[src/rtl/angle_move_ctrl.sv]
// Point-to-point angular move sequencer: accepts a target angle, drives the motor the
// shorter way round until the encoder angle is within tolerance, then confirms a settle window.
module angle_move_ctrl #(
  parameter int TOL         = 2,
  parameter int SETTLE_CYC  = 1000,
  parameter int TIMEOUT_CYC = 5000000
) (
  input  logic       clk,
  input  logic       reset,
  input  logic       cmd_valid,
  input  logic [8:0] cmd_angle,
  output logic       cmd_ready,
  input  logic [8:0] angle,
  input  logic       abort,
  output logic       motor_en,
  output logic       motor_dir,
  output logic       busy,
  output logic       done,
  output logic       err,
  output logic [1:0] err_code
);

  localparam int TW = $clog2(TIMEOUT_CYC + 1);
  localparam int SW = $clog2(SETTLE_CYC + 1);
  localparam logic [9:0]    TOL_V    = 10'(TOL);
  // Fault is taken on the edge where the timeout counter would reach TIMEOUT_CYC-1.
  localparam logic [TW-1:0] TMO_LAST = TW'(TIMEOUT_CYC - 2);
  localparam logic [SW-1:0] SET_LAST = SW'(SETTLE_CYC - 1);

  typedef enum logic [2:0] {S_IDLE, S_PLAN, S_RUN, S_SETTLE, S_DONE, S_FAULT} state_t;

  state_t        r_state;
  state_t        w_next;
  logic [8:0]    r_target;
  logic [TW-1:0] r_tcnt;
  logic [SW-1:0] r_scnt;
  logic          r_motor_en;
  logic          r_motor_dir;
  logic          r_err;
  logic [1:0]    r_err_code;

  logic       w_accept;
  logic       w_illegal;
  logic       w_timeout;
  logic [9:0] w_t10;
  logic [9:0] w_a10;
  logic [9:0] w_diff;
  logic [9:0] w_dist;
  logic       w_pref;
  logic       w_in_tol;

  assign w_t10     = {1'b0, r_target};
  assign w_a10     = {1'b0, angle};
  assign w_diff    = (r_target >= angle) ? (w_t10 - w_a10) : (w_t10 + 10'd360 - w_a10);
  assign w_pref    = (w_diff <= 10'd180);
  assign w_dist    = w_pref ? w_diff : (10'd360 - w_diff);
  assign w_in_tol  = (w_dist <= TOL_V);

  assign cmd_ready = (r_state == S_IDLE) && !reset;
  assign w_accept  = cmd_valid && cmd_ready;
  assign w_illegal = (cmd_angle >= 9'd360);
  assign w_timeout = (r_tcnt == TMO_LAST);

  always_comb begin
    w_next = r_state;
    case (r_state)
      S_IDLE:   if (w_accept && !w_illegal) w_next = S_PLAN;
      S_PLAN, S_RUN, S_SETTLE: begin
        if (abort || w_timeout) begin
          w_next = S_FAULT;
        end else begin
          case (r_state)
            S_PLAN:   w_next = w_in_tol ? S_SETTLE : S_RUN;
            S_RUN: begin
              if (w_in_tol)                  w_next = S_SETTLE;
              else if (w_pref != r_motor_dir) w_next = S_PLAN;
            end
            default: begin
              if (!w_in_tol)               w_next = S_PLAN;
              else if (r_scnt == SET_LAST) w_next = S_DONE;
            end
          endcase
        end
      end
      S_DONE:   w_next = S_IDLE;
      S_FAULT:  w_next = S_IDLE;
      default:  w_next = S_IDLE;
    endcase
  end

  always_ff @(posedge clk or posedge reset) begin
    if (reset) begin
      r_state     <= S_IDLE;
      r_target    <= '0;
      r_tcnt      <= '0;
      r_scnt      <= '0;
      r_motor_en  <= 1'b0;
      r_motor_dir <= 1'b0;
      r_err       <= 1'b0;
      r_err_code  <= 2'b00;
    end else begin
      r_state    <= w_next;
      r_motor_en <= (w_next == S_RUN);
      r_err      <= (w_next == S_FAULT) || (w_accept && w_illegal);

      if (r_state == S_PLAN && w_next == S_RUN)
        r_motor_dir <= w_pref;

      if (w_accept && !w_illegal) begin
        r_target   <= cmd_angle;
        r_tcnt     <= '0;
        r_err_code <= 2'b00;
      end else begin
        if (r_state != S_IDLE)
          r_tcnt <= r_tcnt + TW'(1);
        if (w_accept && w_illegal)
          r_err_code <= 2'b01;
        else if (w_next == S_FAULT)
          r_err_code <= abort ? 2'b11 : 2'b10;
      end

      if (w_next == S_SETTLE && r_state != S_SETTLE)
        r_scnt <= '0;
      else if (r_state == S_SETTLE)
        r_scnt <= r_scnt + SW'(1);
    end
  end

  assign motor_en  = r_motor_en;
  assign motor_dir = r_motor_dir;
  assign busy      = (r_state != S_IDLE);
  assign done      = (r_state == S_DONE);
  assign err       = r_err;
  assign err_code  = r_err_code;

endmodule
[config.mk]
export PLATFORM = sky130hd
export DESIGN_NAME = angle_move_ctrl
export DESIGN_NICKNAME = d
export VERILOG_FILES = /design/src/rtl/angle_move_ctrl.sv
export SDC_FILE = /design/constraint.sdc
export NUM_CORES = 1
export LEC_CHECK = 0
export CAP_MARGIN = 40
export CORE_MARGIN = 5
export CORE_UTILIZATION = 30
export DETAILED_ROUTE_END_ITERATION = 12
export PLACE_DENSITY = 0.47
export SLEW_MARGIN = 20
export SYNTH_ARGS = -nofsm -noshare
export SYNTH_HDL_FRONTEND = slang
export SYNTH_SLANG_ARGS = --single-unit
[constraint.sdc]
create_clock -name clk -period 3.6 [get_ports clk]
set_clock_uncertainty 0.05 [all_clocks]
set_input_delay 0.72 -clock clk [delete_from_list [all_inputs] [get_ports clk]]
set_output_delay 0.72 -clock clk [all_outputs]
set_load 0.05 [all_outputs]
# ---- After elaboration in Yosys (flattened, before gate mapping)
# Index checks and enable logic that the tools add are counted.
dict set report totals {
  ff_bits 50
  inputBits 22
}
dict set report op_classes {
  addsub 6
  order_cmp 4
  n_eq_ne 11
  n_mux 19
  reduce_logical 16
}
# cell count
set op_table {}
lappend op_table {{2-to-1 mux 23 bit} 2}
lappend op_table {{2-to-1 mux 10 bit} 4}
lappend op_table {{adder 23 x 1 -> 23 bit (second input constant)} 1}
lappend op_table {{== test 23 bit (second input constant)} 1}
lappend op_table {{2-to-1 mux 3 bit} 6}
lappend op_table {{== test 3 x 2 -> 1 bit (second input constant)} 4}
lappend op_table {{one-hot mux 3 bit (2 select lines)} 2}
lappend op_table {{adder 10 x 1 -> 10 bit (second input constant)} 1}
lappend op_table {{adder 9 x 9 -> 10 bit (second input constant)} 1}
lappend op_table {{== test 10 bit (second input constant)} 1}
lappend op_table {{less-or-equal comparator 10 x 2 -> 1 bit (second input constant)} 1}
lappend op_table {{less-or-equal comparator 10 x 8 -> 1 bit (second input constant)} 1}
lappend op_table {{subtractor 10 x 9 -> 10 bit} 1}
lappend op_table {{subtractor 9 x 10 -> 10 bit (first input constant)} 1}
lappend op_table {{subtractor 9 x 9 -> 10 bit} 1}
lappend op_table {{greater-or-equal comparator 9 bit} 1}
lappend op_table {{greater-or-equal comparator 9 bit (second input constant)} 1}
lappend op_table {{== test 3 bit (second input constant)} 2}
lappend op_table {{logical AND 1 bit} 6}
lappend op_table {{2-to-1 mux 2 bit} 3}
lappend op_table {{nonzero test 3 bit} 2}
lappend op_table {{nonzero test 2 bit} 2}
lappend op_table {{== test 3 x 1 -> 1 bit (second input constant)} 1}
lappend op_table {{logical NOT 3 bit} 1}
lappend op_table {{6 further kinds} 9}

# ---- Logic depth before layout (Yosys ltp)
dict set report depth {
  depth_word 14
  ltp_mapped 17
  ltp_nobuf 17
}

# ---- Worst setup path before layout
# Ideal clock, no wire load.
dict set report synth_timing {
  path_type {input to register}
  start {input angle[1]}
  end {register r_scnt[5]}
  arrival_time_ns 4.115
  t_required_ns 3.417
  path_slack_ns -0.698
  stages 15
  path_buffers 0
  path_cell_list {inv_1 > ha_1 > ha_1 > fa_1 > a211oi_2 > o21ai_0 > nor2b_1 > mux2_1 > nand2_1 > o2111ai_1 > or3_4 > a21oi_4 > mux2_4 > a211oi_4 > o21ai_1}
}
dict set report synth_via {
  elab_chain_len 12
  word_cells_on_any_way 20
  classes_between {add/sub (3); order compare (3); eq/ne (2); mux (10); reduce/logical (2)}
}
# element line
set synth_lines {}
lappend synth_lines {{from (decl)} 13} ;# input logic [8:0] angle,
lappend synth_lines {{subtractor 10 x 9 -> 10 bit, or another cell as far along} 54} ;# assign w_diff = (r_target >= angle) ? (w_t10 - w_a10) : (w_t10 + 10'd360 - w_a10);
lappend synth_lines {{2-to-1 mux 10 bit *} 54}
lappend synth_lines {{subtractor 9 x 10 -> 10 bit or less-or-equal comparator 10 x 8 -> 1 bit (tied branches)} {56, 55}}
lappend synth_lines {{2-to-1 mux 10 bit or inequality test 1 bit (tied branches)} {56, 76}}
lappend synth_lines {{less-or-equal comparator 10 x 2 -> 1 bit or 2-to-1 mux 3 bit (tied branches)} {57, 76}}
lappend synth_lines {{2-to-1 mux 3 bit, or another cell as far along} 79} ;# if (!w_in_tol) w_next = S_PLAN;
lappend synth_lines {{one-hot mux 3 bit (2 select lines) *} 72} ;# case (r_state)
lappend synth_lines {{2-to-1 mux 3 bit *} 69} ;# if (abort || w_timeout) begin
lappend synth_lines {{one-hot mux 3 bit (2 select lines) *} 66} ;# case (r_state)
lappend synth_lines {{== test 3 x 2 -> 1 bit *} 122} ;# if (w_next == S_SETTLE && r_state != S_SETTLE)
lappend synth_lines {{logical AND 1 bit *} 122}
lappend synth_lines {{2-to-1 mux 10 bit or nonzero test 2 bit (tied branches)} -}
lappend synth_lines {{to (signal assigned)} 125} ;# r_scnt <= r_scnt + SW'(1);
lappend synth_lines {{to (decl)} 36} ;# logic [SW-1:0] r_scnt;
# Every way passes the cells marked *; elsewhere a longest branch is shown, timed or not.
# A chain may end at the register's enable or synchronous reset.

# ---- Final worst setup path
dict set report layout_timing {
  start {input angle[1]}
  end {register r_scnt[7]}
}
# The elaborated chain is that of the path after synthesis.

==> run summary <==
The flow ran to the end, but the final reports show violations. The checks that failed: negative setup slack. Across the run, the number of max-cap violations was 0. The count of nets left with antenna violations once routing finished came out at 0. The number of instances in the placed design is 729. Setup repair after global routing could not meet its margin everywhere. For the worst-case setup margin in the final layout, the log shows -385 ps. The clock reaches the later pin of the worst-skew pair after 290 ps.

Of the total power, combinational logic draws 77.3%. The transition time of the tightest slew-check pin is 618 ps. In the layout the commonest cells are sky130_fd_sc_hd__buf_4 (84), sky130_fd_sc_hd__dfrtp_1 (50), sky130_fd_sc_hd__nor2_1 (44). The total iterations of the first detailed-routing run is 4, and the largest voltage drop on the vdd net is 0.000434 V. The minimum clock period was 3990 ps; the period utilization was 111%. For the number of instances in the synthesized netlist, the log shows 462.

For this run, design rule violations remaining after detail routing come to 0. The startpoint of the most critical register-to-register path is r_target[5]. For the max-slew violation count, the log shows 0. The tree is rooted in a sky130_fd_sc_hd__clkbuf_16. Capture endpoint of the worst hold path: r_scnt[2]. Sequential cells were found to cover 30.9% of the synthesized design area.

The fraction of layout instances using a drive strength above 1 is 35.9%. The run gives 40 as the pin count of the biggest net entering global routing. The tools report the setup slack of the most critical reg-to-reg path as -320 ps. In this run the power spent charging and discharging nets is 0.00297 W. The clock network burns 7.8% of the power. The tools report the worst flop-to-flop path endpoint as r_scnt[7].

Relative to the synthesized area, the layout overhead comes to 42.8%. The final number of hold-violating endpoints was 0; the static leakage was 2.49 nW. The register share of total power came out at 14.9%. The most common cell after layout, fill and taps aside is sky130_fd_sc_hd__buf_4. When the netlist entered floorplanning its net count stood at 516.

The startpoint identified for the worst hold timing path is r_scnt[2]. The tools report the end-of-flow core utilization as 43.7%. The share of synthesized registers carrying an async set or reset is 100%, and the power after layout is 0.00644 W. Summing all non-filler instances in the final layout gives an area of 5790 um2.

In this run switching power makes up 46.2% of total power. Post-placement setup slack: -1200 ps. The initialized floorplan defines 42 standard-cell rows. TritonCTS built the clock tree. For the count of fill cells added during filler insertion, the log shows 1332. The average detailed-routed wire length per instance was 14.9 um; the yosys synthesis warning count was 0. The worst setup path is launched from an input pin. For the number of antenna violations at the first check in global routing, the log shows 0. The maximum fanout along the worst path was 8; the HPWL after detailed placement was 8.43 mm. STA puts the critical path data required time at 3730 ps. The start-to-end type of the worst setup path is input pin to flop. The post-CTS clock slew at the launch and capture registers of the worst setup and hold paths was 70 ps; the total number of H-tree levels was 2. The number of top-level pins came out at 30. After the flow finishes, the layout carries non-filler instances totaling 752. Mean number of vias per cell: 4.94. The tree built by TritonCTS fans out to 50 sinks. For this block, the routed nets add up to 11.2 mm of wire. The run gives 629 as the number of nets in the final layout. Element type at the critical path end: a flop. The standard cell area after detailed placement was 5130 um2. Input and output buffers added on the ports amount to 29. The run gives 18.6 mm as the first-pass GRT wire length. The total clock buffers created by CTS was 5; the height of the die was 126 um. Yosys mapped a number of flops with a built-in enable equal to 0. The overall via count from detail_route is 3716. The combined area of all synthesized cells is 4060 um2, and the number of library cell types mapped by synthesis is 74. The cell count of the worst hold path is 1, and the die boundary width is 126 um.

The worst register-to-register path has a depth of 17. The synthesized design contains 50 register bits. In this run the mean area of a mapped cell was 8.78 um2. STA puts the critical path data arrival time at 4110 ps. The most used flip-flop cell after synthesis is sky130_fd_sc_hd__dfrtp_1. Based on the critical path, the design can be clocked at up to 0.251 GHz. For the final-report setup violation count, the log shows 13. The overall routing resource usage is 14.1%. The run gives 3724 as the via count of the first global-routing pass. Routability-driven placement finished with a final weighted congestion of 0.857. In this run, the number of DRC markers left after iteration 0 of detailed routing was 211. The worst hold-check path type is flop to flop.

The repair_antennas step left the layout with diodes totalling 0. Core area: 13200 um2. The tools report the die outline area as 15900 um2.

Counting along the longest clock path gives a buffer depth of 2. Internal power comes to 0.00347 W. The worst slew slack as a fraction of its limit is 58.4%. The power density relative to cell area is 1110 nW/um2, and the total congestion overflow after global routing is 0. For the starting density of the core, the log shows 30.6%.

Critical path launch point: angle[1].
-- worst max path at each step --
stage | end | slack, ps | cells after the start
2_1_floorplan | r_scnt[5] | -520 | 15
3_3_place_gp | r_scnt[7] | -1190 | 17
3_5_place_dp | r_scnt[6] | -1200 | 17
4_1_cts | r_scnt[7] | -490 | 18
5_1_grt | r_scnt[8] | -530 | 17
6_report | r_scnt[7] | -390 | 18
-- synthesized netlist by cell type (4+ instances only) --
cell	count	area [um2]
sky130_fd_sc_hd__dfrtp_1	50	1250
sky130_fd_sc_hd__nor2_1	46	173
sky130_fd_sc_hd__nand2_1	42	158
sky130_fd_sc_hd__inv_1	35	131
sky130_fd_sc_hd__ha_1	26	325
sky130_fd_sc_hd__o21ai_0	23	115
sky130_fd_sc_hd__xor2_1	20	175
sky130_fd_sc_hd__a21oi_1	17	85.1
sky130_fd_sc_hd__nand3_1	17	85.1
sky130_fd_sc_hd__xnor2_1	14	123
sky130_fd_sc_hd__and3_1	11	68.8
sky130_fd_sc_hd__nand4_1	11	68.8
sky130_fd_sc_hd__a211oi_1	9	67.6
sky130_fd_sc_hd__clkbuf_1	8	30.0
sky130_fd_sc_hd__nor2b_1	8	50.1
sky130_fd_sc_hd__mux2i_1	7	70.1
sky130_fd_sc_hd__nand2b_1	7	43.8
sky130_fd_sc_hd__nor3_1	7	35.0
sky130_fd_sc_hd__fa_1	6	120
sky130_fd_sc_hd__nor4_1	6	37.5
sky130_fd_sc_hd__o21ai_1	6	30.0
sky130_fd_sc_hd__mux2_2	5	56.3
sky130_fd_sc_hd__or3_1	5	31.3
sky130_fd_sc_hd__a21o_1	4	30.0
-- area by class of cell --
type | count | area [um2] | area share [%]
Clock inverter | 2 | 17.5 | 0.303
Tap cell | 176 | 220 | 3.80
Inverter | 35 | 140 | 2.42
Multi-Input combinational cell | 365 | 3070 | 53.0
Sequential cell | 50 | 1250 | 21.6
Clock buffer | 6 | 139 | 2.40
Timing Repair Buffer | 118 | 956 | 16.5
-- critical path, cell delays in order --
cell                         delay (ps)
sky130_fd_sc_hd__buf_6               70
sky130_fd_sc_hd__clkinvlp_4          90
sky130_fd_sc_hd__ha_4               260
sky130_fd_sc_hd__ha_4               160
sky130_fd_sc_hd__fa_2               360
sky130_fd_sc_hd__a211oi_4           310
sky130_fd_sc_hd__buf_6              170
sky130_fd_sc_hd__o21ai_4             50
sky130_fd_sc_hd__nor2b_4            140
sky130_fd_sc_hd__mux2_4             280
sky130_fd_sc_hd__nand2_2             70
sky130_fd_sc_hd__o2111ai_1          130
sky130_fd_sc_hd__or3_4              370
sky130_fd_sc_hd__a21oi_4            150
sky130_fd_sc_hd__mux2_4             350
sky130_fd_sc_hd__a211oi_4           210
sky130_fd_sc_hd__buf_6              170
sky130_fd_sc_hd__o21ai_1             60
-- power groups by stage --
stage / combinational, W / sequential, W / clock, W
2_1_floorplan: 0.00249 / 0.000983 / 0
3_3_place_gp: 0.00395 / 0.000956 / 0
3_5_place_dp: 0.00397 / 0.000953 / 0
4_1_cts: 0.00459 / 0.000954 / 0.000515
5_1_grt: 0.00539 / 0.000983 / 0.000543
6_report: 0.00498 / 0.000959 / 0.000500
-- kinds of logic after synthesis --
group	share of synthesized area, %
AND/OR/NAND/NOR	23.7
AO/OA/AOI/OAI	17.6
flip-flops	30.9
buffers and inverters	4.78
XOR/XNOR	7.34
adder cells (fa/ha/maj)	11.0
multiplexers	4.78
-- per-layer routing --
layer / vias to the layer above / routed length, um / GRT usage (%) / part of all wire [%]
li1: 1862 / - / - / -
met1: 1801 / 5190 / 19.0 / 46
met2: 42 / 5470 / 23.9 / 49
met3: 11 / 353 / 2.12 / 3.2
met4: 0 / 155 / 3.66 / 1.4
met5: - / 0 / 0 / 0
-- through the flow --
stage | setup TNS [ps] | hold WS, ps
after floorplan | -4970 | 425
after global placement | -15410 | 471
after detailed placement | -15500 | 469
after CTS | -4920 | 480
after global routing | -5830 | 506
final | -3760 | 482
-- timing repair --
action                                 4_1_cts  5_1_grt
endpoints found under the hold margin        0        0
buffers inserted                            10        4
setup endpoints to repair                   15       15
cloned                                       1        0
hold buffers                                 0        0
gates resized for setup                     80       37
pin swaps                                   44       29
-- registers in the layout, indices dropped and copies added, names as in the netlist --
| signal | count |
|---|---|
| err_code | 2 |
| r_tcnt | 23 |
| motor_en | 1 |
| r_target | 9 |
| r_scnt | 10 |
| r_state | 3 |
| motor_dir | 1 |
| err | 1 |
Power figures use the tool's default switching activity.
